`config.mk`:
```
export PLATFORM = sky130hd
export DESIGN_NAME = f32_addsub_issue
export DESIGN_NICKNAME = d
export VERILOG_FILES = /design/src/rtl/f32_pkg.sv /design/src/rtl/f32_classify.sv /design/src/rtl/f32_addsub_issue.sv
export SDC_FILE = /design/constraint.sdc
export NUM_CORES = 1
export LEC_CHECK = 0
export ABC_AREA = 1
export ABC_CLOCK_PERIOD_IN_PS = 4100
export BUFFER_PORTS_ARGS = -buffer_cell sky130_fd_sc_hd__buf_4
export CORE_MARGIN = 2
export CORE_UTILIZATION = 48
export DETAILED_ROUTE_END_ITERATION = 10
export GPL_TIMING_DRIVEN = 0
export PLACE_DENSITY = 0.76
export RECOVER_POWER = 50
export REMOVE_ABC_BUFFERS = 1
export SYNTH_ARGS = -nofsm -noshare
export SYNTH_HDL_FRONTEND = slang
export SYNTH_SLANG_ARGS = --single-unit
export TNS_END_PERCENT = 20
```
`constraint.sdc`:
```
create_clock -name CLK -period 4.1 [get_ports CLK]
set_input_delay 0.205 -clock CLK [delete_from_list [all_inputs] [get_ports CLK]]
set_output_delay 0.205 -clock CLK [all_outputs]
set_load 0.02 [all_outputs]
```
`src/rtl/f32_pkg.sv`:
```
// Shared IEEE-754 single field layout, issue-stage types and result flag positions.
package f32_pkg;

    localparam int unsigned F32_W    = 32;
    localparam int unsigned SIGN_BIT = 31;
    localparam int unsigned EXP_MSB  = 30;
    localparam int unsigned EXP_LSB  = 23;
    localparam int unsigned EXP_W    = 8;
    localparam int unsigned MAN_MSB  = 22;
    localparam int unsigned MAN_W    = 23;

    localparam logic [F32_W-1:0] QNAN = 32'h7FC0_0000;

    localparam int unsigned FLAG_W         = 4;
    localparam int unsigned FLAG_INVALID   = 3;
    localparam int unsigned FLAG_SPECIAL   = 2;
    localparam int unsigned FLAG_OVERFLOW  = 1;
    localparam int unsigned FLAG_UNDERFLOW = 0;

    typedef enum logic [2:0] {ZERO, SUBNORMAL, NORMAL, INF, NAN} f32_class_t;
    typedef enum logic [1:0] {IDLE, SETTLE, HOLD} issue_state_t;

    typedef struct packed {
        logic [F32_W-1:0] a;
        logic [F32_W-1:0] b;
        logic             op;
    } issue_req_t;

endpackage

```
`src/rtl/f32_classify.sv`:
```
// Combinational IEEE-754 single operand classifier.
module f32_classify
    import f32_pkg::*;
(
    input  logic [F32_W-1:0] in_val,
    output f32_class_t       cls_c
);

    logic [EXP_W-1:0] exp_v;
    logic [MAN_W-1:0] man_v;
    logic             unused_sign;

    assign exp_v       = in_val[EXP_MSB:EXP_LSB];
    assign man_v       = in_val[MAN_MSB:0];
    assign unused_sign = in_val[SIGN_BIT];

    always_comb begin
        cls_c = NORMAL;
        if (exp_v == '1) begin
            cls_c = (man_v != '0) ? NAN : INF;
        end else if (exp_v == '0) begin
            cls_c = (man_v != '0) ? SUBNORMAL : ZERO;
        end
    end

endmodule

```
`src/rtl/f32_addsub_issue.sv`:
```
// Issue stage for the F32 adder: request FIFO, local special-case resolution, settle-timed capture.
// Optional: F32_SUBNORMAL_FLUSH_EN flushes subnormal operands to signed zero before classification.
module f32_addsub_issue
    import f32_pkg::*;
#(
    parameter int unsigned DEPTH         = 4,
    parameter int unsigned SETTLE_CYCLES = 2
) (
    input  logic                     CLK,
    input  logic                     RST,
    input  logic                     IN_VALID,
    output logic                     IN_READY,
    input  logic [F32_W-1:0]         IN_A,
    input  logic [F32_W-1:0]         IN_B,
    input  logic                     IN_OP,
    output logic [F32_W-1:0]         ADD_A,
    output logic [F32_W-1:0]         ADD_B,
    output logic                     ADD_OP,
    input  logic [F32_W-1:0]         ADD_R,
    input  logic                     ADD_UNDERFLOW,
    input  logic                     ADD_OVERFLOW,
    output logic                     OUT_VALID,
    input  logic                     OUT_READY,
    output logic [F32_W-1:0]         OUT_R,
    output logic [FLAG_W-1:0]        OUT_FLAGS,
    output logic [$clog2(DEPTH):0]   COUNT
);

    localparam int unsigned PTR_W = $clog2(DEPTH);
    localparam int unsigned CNT_W = PTR_W + 1;
    localparam int unsigned SET_W = $clog2(SETTLE_CYCLES + 1);

    issue_req_t         mem_q [DEPTH];
    logic [PTR_W-1:0]   wr_ptr_q, wr_ptr_d, rd_ptr_q, rd_ptr_d;
    logic [CNT_W-1:0]   count_q, count_d;
    logic               in_ready_q, in_ready_d;
    issue_state_t       state_q, state_d;
    logic [SET_W-1:0]   settle_q, settle_d;
    logic [F32_W-1:0]   add_a_q, add_a_d, add_b_q, add_b_d;
    logic               add_op_q, add_op_d;
    logic               out_valid_q, out_valid_d;
    logic [F32_W-1:0]   out_r_q, out_r_d;
    logic [FLAG_W-1:0]  out_flags_q, out_flags_d;

    logic               push, pop;
    issue_req_t         head;
    f32_class_t         cls_a, cls_b;
    logic               a_flush, b_flush, a_zero, b_zero, sa, eb;
    logic [F32_W-1:0]   a_val, b_val, spec_r;
    logic [FLAG_W-1:0]  spec_flags;
    logic               spec_hit;

    assign push = IN_VALID && in_ready_q;
    assign pop  = (state_q == IDLE) && (count_q != '0);
    assign head = mem_q[rd_ptr_q];

    f32_classify u_cls_a (.in_val(head.a), .cls_c(cls_a));
    f32_classify u_cls_b (.in_val(head.b), .cls_c(cls_b));

    // Resolve NaN/Inf/zero pairs locally; eb is B's sign after applying the operation.
    always_comb begin
        a_flush = 1'b0;
        b_flush = 1'b0;
`ifdef F32_SUBNORMAL_FLUSH_EN
        a_flush = (cls_a == SUBNORMAL);
        b_flush = (cls_b == SUBNORMAL);
`endif
        a_val      = a_flush ? {head.a[SIGN_BIT], (F32_W-1)'(0)} : head.a;
        b_val      = b_flush ? {head.b[SIGN_BIT], (F32_W-1)'(0)} : head.b;
        a_zero     = (cls_a == ZERO) || a_flush;
        b_zero     = (cls_b == ZERO) || b_flush;
        sa         = head.a[SIGN_BIT];
        eb         = head.b[SIGN_BIT] ^ head.op;
        spec_hit   = 1'b1;
        spec_r     = '0;
        spec_flags = '0;
        if ((cls_a == NAN) || (cls_b == NAN) || ((cls_a == INF) && (cls_b == INF) && (sa != eb))) begin
            spec_r                     = QNAN;
            spec_flags[FLAG_INVALID]   = 1'b1;
        end else if (cls_a == INF) begin
            spec_r = {sa, a_val[EXP_MSB:0]};
        end else if (cls_b == INF) begin
            spec_r = {eb, b_val[EXP_MSB:0]};
        end else if (a_zero && b_zero) begin
            spec_r = {sa & eb, (F32_W-1)'(0)};
        end else if (a_zero) begin
            spec_r = {eb, b_val[EXP_MSB:0]};
        end else if (b_zero) begin
            spec_r = a_val;
        end else begin
            spec_hit = 1'b0;
        end
        spec_flags[FLAG_SPECIAL]   = spec_hit;
        spec_flags[FLAG_UNDERFLOW] = spec_hit && (a_flush || b_flush);
    end

    // FIFO bookkeeping and the IDLE/SETTLE/HOLD sequencer.
    always_comb begin
        wr_ptr_d    = push ? wr_ptr_q + PTR_W'(1) : wr_ptr_q;
        rd_ptr_d    = pop  ? rd_ptr_q + PTR_W'(1) : rd_ptr_q;
        count_d     = count_q + CNT_W'(push) - CNT_W'(pop);
        in_ready_d  = (count_d != CNT_W'(DEPTH));
        state_d     = state_q;
        settle_d    = settle_q;
        add_a_d     = add_a_q;
        add_b_d     = add_b_q;
        add_op_d    = add_op_q;
        out_valid_d = out_valid_q;
        out_r_d     = out_r_q;
        out_flags_d = out_flags_q;
        case (state_q)
            IDLE: begin
                if (pop) begin
                    if (spec_hit) begin
                        out_r_d     = spec_r;
                        out_flags_d = spec_flags;
                        out_valid_d = 1'b1;
                        state_d     = HOLD;
                    end else begin
                        add_a_d  = a_val;
                        add_b_d  = b_val;
                        add_op_d = head.op;
                        settle_d = SET_W'(SETTLE_CYCLES - 1);
                        state_d  = SETTLE;
                    end
                end
            end
            SETTLE: begin
                if (settle_q != '0) begin
                    settle_d = settle_q - SET_W'(1);
                end else begin
                    out_r_d     = ADD_R;
                    out_flags_d = {1'b0, 1'b0, ADD_OVERFLOW, ADD_UNDERFLOW};
                    out_valid_d = 1'b1;
                    state_d     = HOLD;
                end
            end
            HOLD: begin
                if (OUT_READY) begin
                    out_valid_d = 1'b0;
                    state_d     = IDLE;
                end
            end
            default: state_d = IDLE;
        endcase
    end

    always_ff @(posedge CLK or posedge RST) begin
        if (RST) begin
            wr_ptr_q    <= '0;
            rd_ptr_q    <= '0;
            count_q     <= '0;
            in_ready_q  <= 1'b1;
            state_q     <= IDLE;
            settle_q    <= '0;
            add_a_q     <= '0;
            add_b_q     <= '0;
            add_op_q    <= 1'b0;
            out_valid_q <= 1'b0;
            out_r_q     <= '0;
            out_flags_q <= '0;
        end else begin
            wr_ptr_q    <= wr_ptr_d;
            rd_ptr_q    <= rd_ptr_d;
            count_q     <= count_d;
            in_ready_q  <= in_ready_d;
            state_q     <= state_d;
            settle_q    <= settle_d;
            add_a_q     <= add_a_d;
            add_b_q     <= add_b_d;
            add_op_q    <= add_op_d;
            out_valid_q <= out_valid_d;
            out_r_q     <= out_r_d;
            out_flags_q <= out_flags_d;
        end
    end

    // Payload storage needs no reset; occupancy is tracked by the pointers.
    always_ff @(posedge CLK) begin
        if (push) begin
            mem_q[wr_ptr_q] <= {IN_A, IN_B, IN_OP};
        end
    end

    assign IN_READY  = in_ready_q;
    assign COUNT     = count_q;
    assign ADD_A     = add_a_q;
    assign ADD_B     = add_b_q;
    assign ADD_OP    = add_op_q;
    assign OUT_VALID = out_valid_q;
    assign OUT_R     = out_r_q;
    assign OUT_FLAGS = out_flags_q;

endmodule

```
Yosys cells after proc, flatten, opt, wreduce, memory -nomap -nowiden
Memory sizes are Yosys's and may differ from the RTL's.
Cells that the tools add are included.
{"block": "totals", "ff_bits": 114, "mem_bits_rw": 260, "input_bits": 103, "output_inout_bits": 106, "word_cells": 105, "mem_count": 1}
{"name": "mem_q", "depth": 4, "word_bits": 65, "read_ports": 1, "rd_ports_with_merged_regs": 0, "wr": 1, "line_no": "f32_addsub_issue.sv:33", "rtl": "issue_req_t mem_q [DEPTH];"}
{"block": "classes", "add_sub_neg": 5, "n_eq_ne": 16, "n_mux": 45, "bitwise": 3, "n_reduce_logical": 23}
{"operator": "$mux W32", "n": 9}
{"operator": "$pmux W32 S2", "n": 1}
{"operator": "$reduce_bool A23 Y1", "n": 2}
{"operator": "$mux W3", "n": 6}
{"operator": "$eq A8 B8 Y1 const B", "n": 2}
{"operator": "$logic_not A8 Y1", "n": 2}
{"operator": "$mux W1", "n": 15}
{"operator": "$mux W2", "n": 7}
{"operator": "$mux W4", "n": 3}
{"operator": "$ne A2 B2 Y1 const B", "n": 6}
{"operator": "$pmux W4 S2", "n": 1}
{"operator": "$reduce_and A4 Y1", "n": 2}
{"operator": "$eq A3 B2 Y1 const B", "n": 2}
{"operator": "$eq A3 B3 Y1 const B", "n": 2}
{"operator": "$logic_not A3 Y1", "n": 2}
{"operator": "$pmux W2 S3", "n": 1}
{"operator": "$reduce_and A3 Y1", "n": 2}
{"operator": "$reduce_bool A3 Y1", "n": 2}
{"operator": "$logic_and A1 B1 Y1", "n": 5}
{"operator": "$reduce_and A5 Y1", "n": 1}
{"operator": "$add A2 B1 Y2 const B", "n": 2}
{"operator": "$pmux W2 S2", "n": 1}
{"operator": "$reduce_bool A2 Y1", "n": 2}
{"operator": "$add A3 B1 Y3", "n": 1}
{"operator": "12 further kinds", "n": 13}

Logic depth before layout (Yosys ltp)
An unclocked memory read counts as a cell.
{"block": "logic_depth", "ltp_word": 15, "depth_mapped": 21, "depth_no_buf": 18}

Hierarchy
From an unflattened synthesis, not the netlist that was laid out.
{"block": "hier_totals", "hier_cells": 1553, "hier_area_um2": 15671.3}
{"module": "f32_addsub_issue", "instances": 1, "cells_each": 1475, "area_each_um2": 15341.0, "seq_area_each_um2": 10661.5}
{"module": "f32_classify", "instances": 2, "cells_each": 39, "area_each_um2": 165.2, "seq_area_each_um2": 0.0}

Worst setup path after synthesis
OpenSTA, ideal clock, no wires.
{"block": "synth_timing", "path_kind": "flip-flop to flip-flop", "start": "register in_ready_q (netlist: IN_READY)", "end": "memory mem_q[0][0] (netlist name) (enable)", "setup_time_ns": 0.489, "arrival_ns": 3.499, "required_ns": 3.611, "path_slack_ns": 0.112, "stages_incl_launch_ff": 3, "n_path_buf": 0, "synth_period_minus_slack_ns": 3.988, "cell_sequence": "dfstp_2 nand2_1 nor2_1"}
{"block": "synth_between", "elab_chain_len": 3}
{"item": "start, declared", "line_no": "f32_addsub_issue.sv:36", "rtl": "logic in_ready_q, in_ready_d;"}
{"item": "start signal, assigned", "line_no": "f32_addsub_issue.sv:166", "rtl": "in_ready_q <= in_ready_d;"}
{"item": "$logic_and A1 B1 Y1", "line_no": "f32_addsub_issue.sv:53", "rtl": "assign push = IN_VALID && in_ready_q;"}
{"item": "$mux W1", "line_no": "f32_addsub_issue.sv:180", "rtl": "if (push) begin"}
{"item": "$mux W1 (implied by the code)", "line_no": "f32_addsub_issue.sv:181", "rtl": "mem_q[wr_ptr_q] <= {IN_A, IN_B, IN_OP};"}
{"item": "end, declared", "line_no": "f32_addsub_issue.sv:33"}
No other way between the ends.

Final worst setup path
{"block": "layout_timing", "start": "register rd_ptr_q[1]", "end": "register state_q[1]"}
{"block": "layout_between", "elab_chain_len": 15, "word_cells_on_any_way": 37, "classes_between": "7 x eq/ne; 17 x mux; 1 x bitwise; 11 x reduce/logical; 1 x memory"}
{"item": "start, declared", "line_no": "f32_addsub_issue.sv:34", "rtl": "logic [PTR_W-1:0] wr_ptr_q, wr_ptr_d, rd_ptr_q, rd_ptr_d;"}
{"item": "start signal, assigned", "line_no": "f32_addsub_issue.sv:164", "rtl": "rd_ptr_q <= rd_ptr_d;"}
{"item": "$mem_v2 Z4 W65 (*)"}
{"item": "$reduce_bool A23 Y1", "line_no": "f32_classify.sv:20, f32_classify.sv:22"}
{"item": "$mux W1", "line_no": "f32_classify.sv:22", "rtl": "cls_c = (man_v != '0) ? SUBNORMAL : ZERO;"}
{"item": "$mux W3", "line_no": "f32_classify.sv:21", "rtl": "end else if (exp_v == '0) begin"}
{"item": "$mux W3", "line_no": "f32_classify.sv:19", "rtl": "if (exp_v == '1) begin"}
{"item": "$logic_not A3 Y1", "line_no": "f32_addsub_issue.sv:71", "rtl": "b_zero = (cls_b == ZERO) || b_flush;"}
{"item": "$mux W1", "line_no": "f32_addsub_issue.sv:88", "rtl": "end else if (b_zero) begin"}
{"item": "$mux W1", "line_no": "f32_addsub_issue.sv:86", "rtl": "end else if (a_zero) begin"}
{"item": "$mux W1", "line_no": "f32_addsub_issue.sv:84", "rtl": "end else if (a_zero && b_zero) begin"}
{"item": "$mux W1", "line_no": "f32_addsub_issue.sv:82", "rtl": "end else if (cls_b == INF) begin"}
{"item": "$mux W1", "line_no": "f32_addsub_issue.sv:80", "rtl": "end else if (cls_a == INF) begin"}
{"item": "$mux W1 (*)", "line_no": "f32_addsub_issue.sv:77", "rtl": "if ((cls_a == NAN) || (cls_b == NAN) || ((cls_a == INF) && (cls_b == INF) && (sa != eb))) begin"}
{"item": "$mux W2 (*)", "line_no": "f32_addsub_issue.sv:114", "rtl": "if (spec_hit) begin"}
{"item": "$mux W2 (*)", "line_no": "f32_addsub_issue.sv:113", "rtl": "if (pop) begin"}
{"item": "$pmux W2 S3 (*)", "line_no": "f32_addsub_issue.sv:111", "rtl": "case (state_q)"}
{"item": "end signal, assigned", "line_no": "f32_addsub_issue.sv:167", "rtl": "state_q <= state_d;"}
{"item": "end, declared", "line_no": "f32_addsub_issue.sv:37", "rtl": "issue_state_t state_q, state_d;"}
Mark *: on every way between the ends. The rest lies on a longest branch, timed or not. The select of a mux whose other input is x is not followed.
A chain may end at the register's enable or synchronous reset.

==> results.md <==
* IR drop worst, VDD at 0.463 mV
* Global routing usage on met3 at 0.0499
* Max-slew headroom at -0.459
* Port Buf Inserts at 208
* Fill cells at 2638
* Comb pwr share at 0.410
* Status: finished, violations left
* Final Setup Violations at 0
* Reg2Reg Depth at 14
* Crit Path Max Fanout at 68
* Tcrit/Tclk final at 0.978
* Part of the power in registers at 0.347
* Reg clk slew, reported paths at 60 ps
* Die Y at 186 um
* TritonCTS Sinks at 374
* Register bit total from synthesis at 374
* CTS tree: built
* Hold WC Path Type: primary input to flip-flop
* Number of synthesized flops with an enable pin at 260
* Cell Pwr Density at 799 nW/um^2
* Post-synth top flop: edfxtp_1
* Top cell type's share of synthesized area at 0.493
* Failing checks: capacitance limit, slew limit
* Layout cells sized above 1 at 0.133
* Cells after Synth at 1506
* Post-route DRC at 0
* WHS Path Cells at 5
* Area contributors post-synth: edfxtp_1 49%, dfrtp_1 18%, nand2_1 14%
* Via density at 5.42
* Worst reg2reg path endpoint: state_q[1]$_DFFE_PP0P_
* Crit path launch type: flip-flop
* Net count, final at 1917
* GPL Wtd Cong at 0.831
* Max-slew violation count at 44
* FF-to-FF Start: rd_ptr_q[1]$_DFFE_PP0P_
* GRT Overall Usage at 0.260
* CP endpoint kind: flip-flop
* Switching share of power at 0.406
* Sequential fraction of the synthesis area at 0.673
* Worst Setup Path Type: flip-flop to flip-flop
* Final hold vios at 0
* Cell with the most instances after synthesis: nand2_1
* Initial Util at 0.487
* Synth-to-Final Area Change at 27.2%
* First-pass GRT wire length at 67.3 mm
* CTS Buf Count at 40
* Max Clk Rate at 249 MHz
* Required @ worst endpoint at 4510 ps
* Worst-Skew Late Latency at 530 ps
* Syn Std Cell Area at 15800 sq um
* CTS Buffer Depth at 3
* Row Count at 66
* Cell-internal power at 0.00955 W
* H-tree Lvls at 2
* Yosys Warn Count at 0
* Initial drt markers at 1282
* Net Sw Power at 0.00654 W
* Die X at 186 um
* DP HPWL at 25.6 mm
* Met1 Resource Use GR at 0.340
* LEAKAGE at 8.38 nW
* Root Driver: clkbuf_16
* DP Cell Count at 2085
* Clk_skew at 16.3 ps
* Count of cell types in the netlist at 35
* Routed wire length at 45.5 mm
* Setup crit start: rd_ptr_q[1]$_DFFE_PP0P_
* CORE AREA at 32500 sq um
* Syn_area_per_cell at 10.5 sq um
* Fraction of registers with async set/reset at 0.305
* Gr ovfl total at 0
* Vias at 12367
* Top cells by count, synth: 596 x nand2_1, 260 x edfxtp_1, 162 x nand3_1
* Initial antenna violation count at 3
* Final WS setup at 91.5 ps
* Final core utilization at 0.619
* Hold EP: OUT_R[26]$_DFFE_PP0P_
* WL per Instance at 19.9 um
* Placement Setup Slack at -2110 ps
* Arrival time worst endpoint at 4420 ps
* RSZ-0062 raised after global routing: yes
* Tmin final at 4010 ps
* # IOs at 209
* Worst-margin pin slew at 2180 ps
* Hold_sp: ADD_R[26]
* Drt pass-1 iters at 6
* DRT antenna net count at 0
* Reg2reg setup slack at 90 ps
* MaxCap Viol Count at 1
* Largest net degree at the start of global routing at 131
* Vias in the first global route at 12065
* Finished Layout Cells at 2282
* Clock share of power at 0.243
* Met2 Resource Use GR at 0.427
* DIE AREA at 34500 sq um
* Area leader, netlist: edfxtp_1
* Top Usage Layer GRT: met2
-- power groups by stage --
stage	clock (W)	combinational (W)	sequential, W
after floorplan	0	0.00294	0.00624
after global placement	0	0.00557	0.00595
after detailed placement	0	0.00586	0.00578
after CTS	0.00396	0.00648	0.00562
after global routing	0.00409	0.00722	0.00567
final	0.00391	0.00660	0.00558
-- worst max-delay path: stages (launching register included) --
cell and delay, ps:
dfrtp_4 780, clkinv_16 310, nand3_1 190, and2_1 320, nor2_1 100, nand2_1 120
nor2_4 100, nand3_4 340, nand2_1 180, nor2_4 260, nand3_2 250, nor2_2 330
nor2_4 100, buf_12 160, or2_2 270
-- metal layers --
| metal | share of wire | vias to the layer above |
|---|---|---|
| li1 | - | 5741 |
| met1 | 0.40 | 5947 |
| met2 | 0.48 | 583 |
| met3 | 0.083 | 96 |
| met4 | 0.036 | 0 |
| met5 | 0 | - |
-- cell usage in the layout, fill, tap and decap left out, types with 23 or more instances in the layout --
master	count
clkbuf_1	120
a21oi_1	40
inv_1	41
o21ai_0	49
dfrtp_1	111
buf_4	103
nand3_1	161
edfxtp_1	260
o21ai_1	32
nand2_1	596
nor2_1	23
dlygate4sd3_1	94
clkbuf_16	41
nand4_1	36
-- logic make-up (layout without fill, tap and decap cells) --
group                      count (synthesis)  after routing  synth area share
adders and majority gates                  9              9           0.00758
buffers and inverters                    128            453            0.0434
AOI/OAI and AO/OA                        127            129            0.0419
and+or+nand+nor                          862            866             0.231
xor gates and xnor gates                   6              6           0.00332
DFF                                      374            374             0.673
other                                      0              3                 0
-- worst max path at each step --
stage / endpoint / slack [ps] / depth (start not counted)
after floorplan: settle_q[0]$_DFFE_PP0P_ / -3030 / 15
after global placement: settle_q[0]$_DFFE_PP0P_ / -7490 / 16
after detailed placement: ADD_B[13]$_DFFE_PP0P_ / -2110 / 15
after CTS: ADD_A[25]$_DFFE_PP0P_ / 10 / 14
after global routing: ADD_A[24]$_DFFE_PP0P_ / -10 / 15
final: state_q[1]$_DFFE_PP0P_ / 90 / 14
-- cell type report --
type	count	area, sq um	share of cell area
sequential	374	10700	0.530
multi-input combinational	1010	4670	0.232
timing repair buffer	334	2580	0.128
clock buffer	51	1120	0.0558
tap	442	553	0.0274
clock inverter	23	328	0.0163
inverter	45	213	0.0106
antenna	3	7.51	0.000373
-- registers in the layout (all words and copies together), names as in the netlist, 2 cells and up --
name	flops
state_q	2
mem_q	260
settle_q	2
OUT_FLAGS	4
COUNT	3
ADD_B	32
OUT_R	32
ADD_A	32
wr_ptr_q	2
rd_ptr_q	2
-- what timing repair did --
| item | 4_1_cts | 5_1_grt |
|---|---|---|
| endpoints found under the setup margin | 106 | 94 |
| setup buffers | 11 | 9 |
| hold buffers | 94 | 0 |
| gates resized for setup | 18 | 6 |
| gates cloned | 5 | 1 |
| pin swaps | 5 | 2 |
| hold endpoints to repair | 331 | 0 |
-- through the flow --
step / hold slack, ps / total power [W] / cell area, sq um / TNS [ps]
after global placement: 404 / 0.0115 / 17400 / -1366190
after global routing: 30.8 / 0.0170 / 20100 / -16.9
after detailed placement: 254 / 0.0116 / 17800 / -197960
after floorplan: 304 / 0.00918 / 15300 / -267450
after CTS: 1.57 / 0.0161 / 20400 / 0
final: 20.5 / 0.0161 / 20100 / 0
Power figures use the tool's default switching activity.
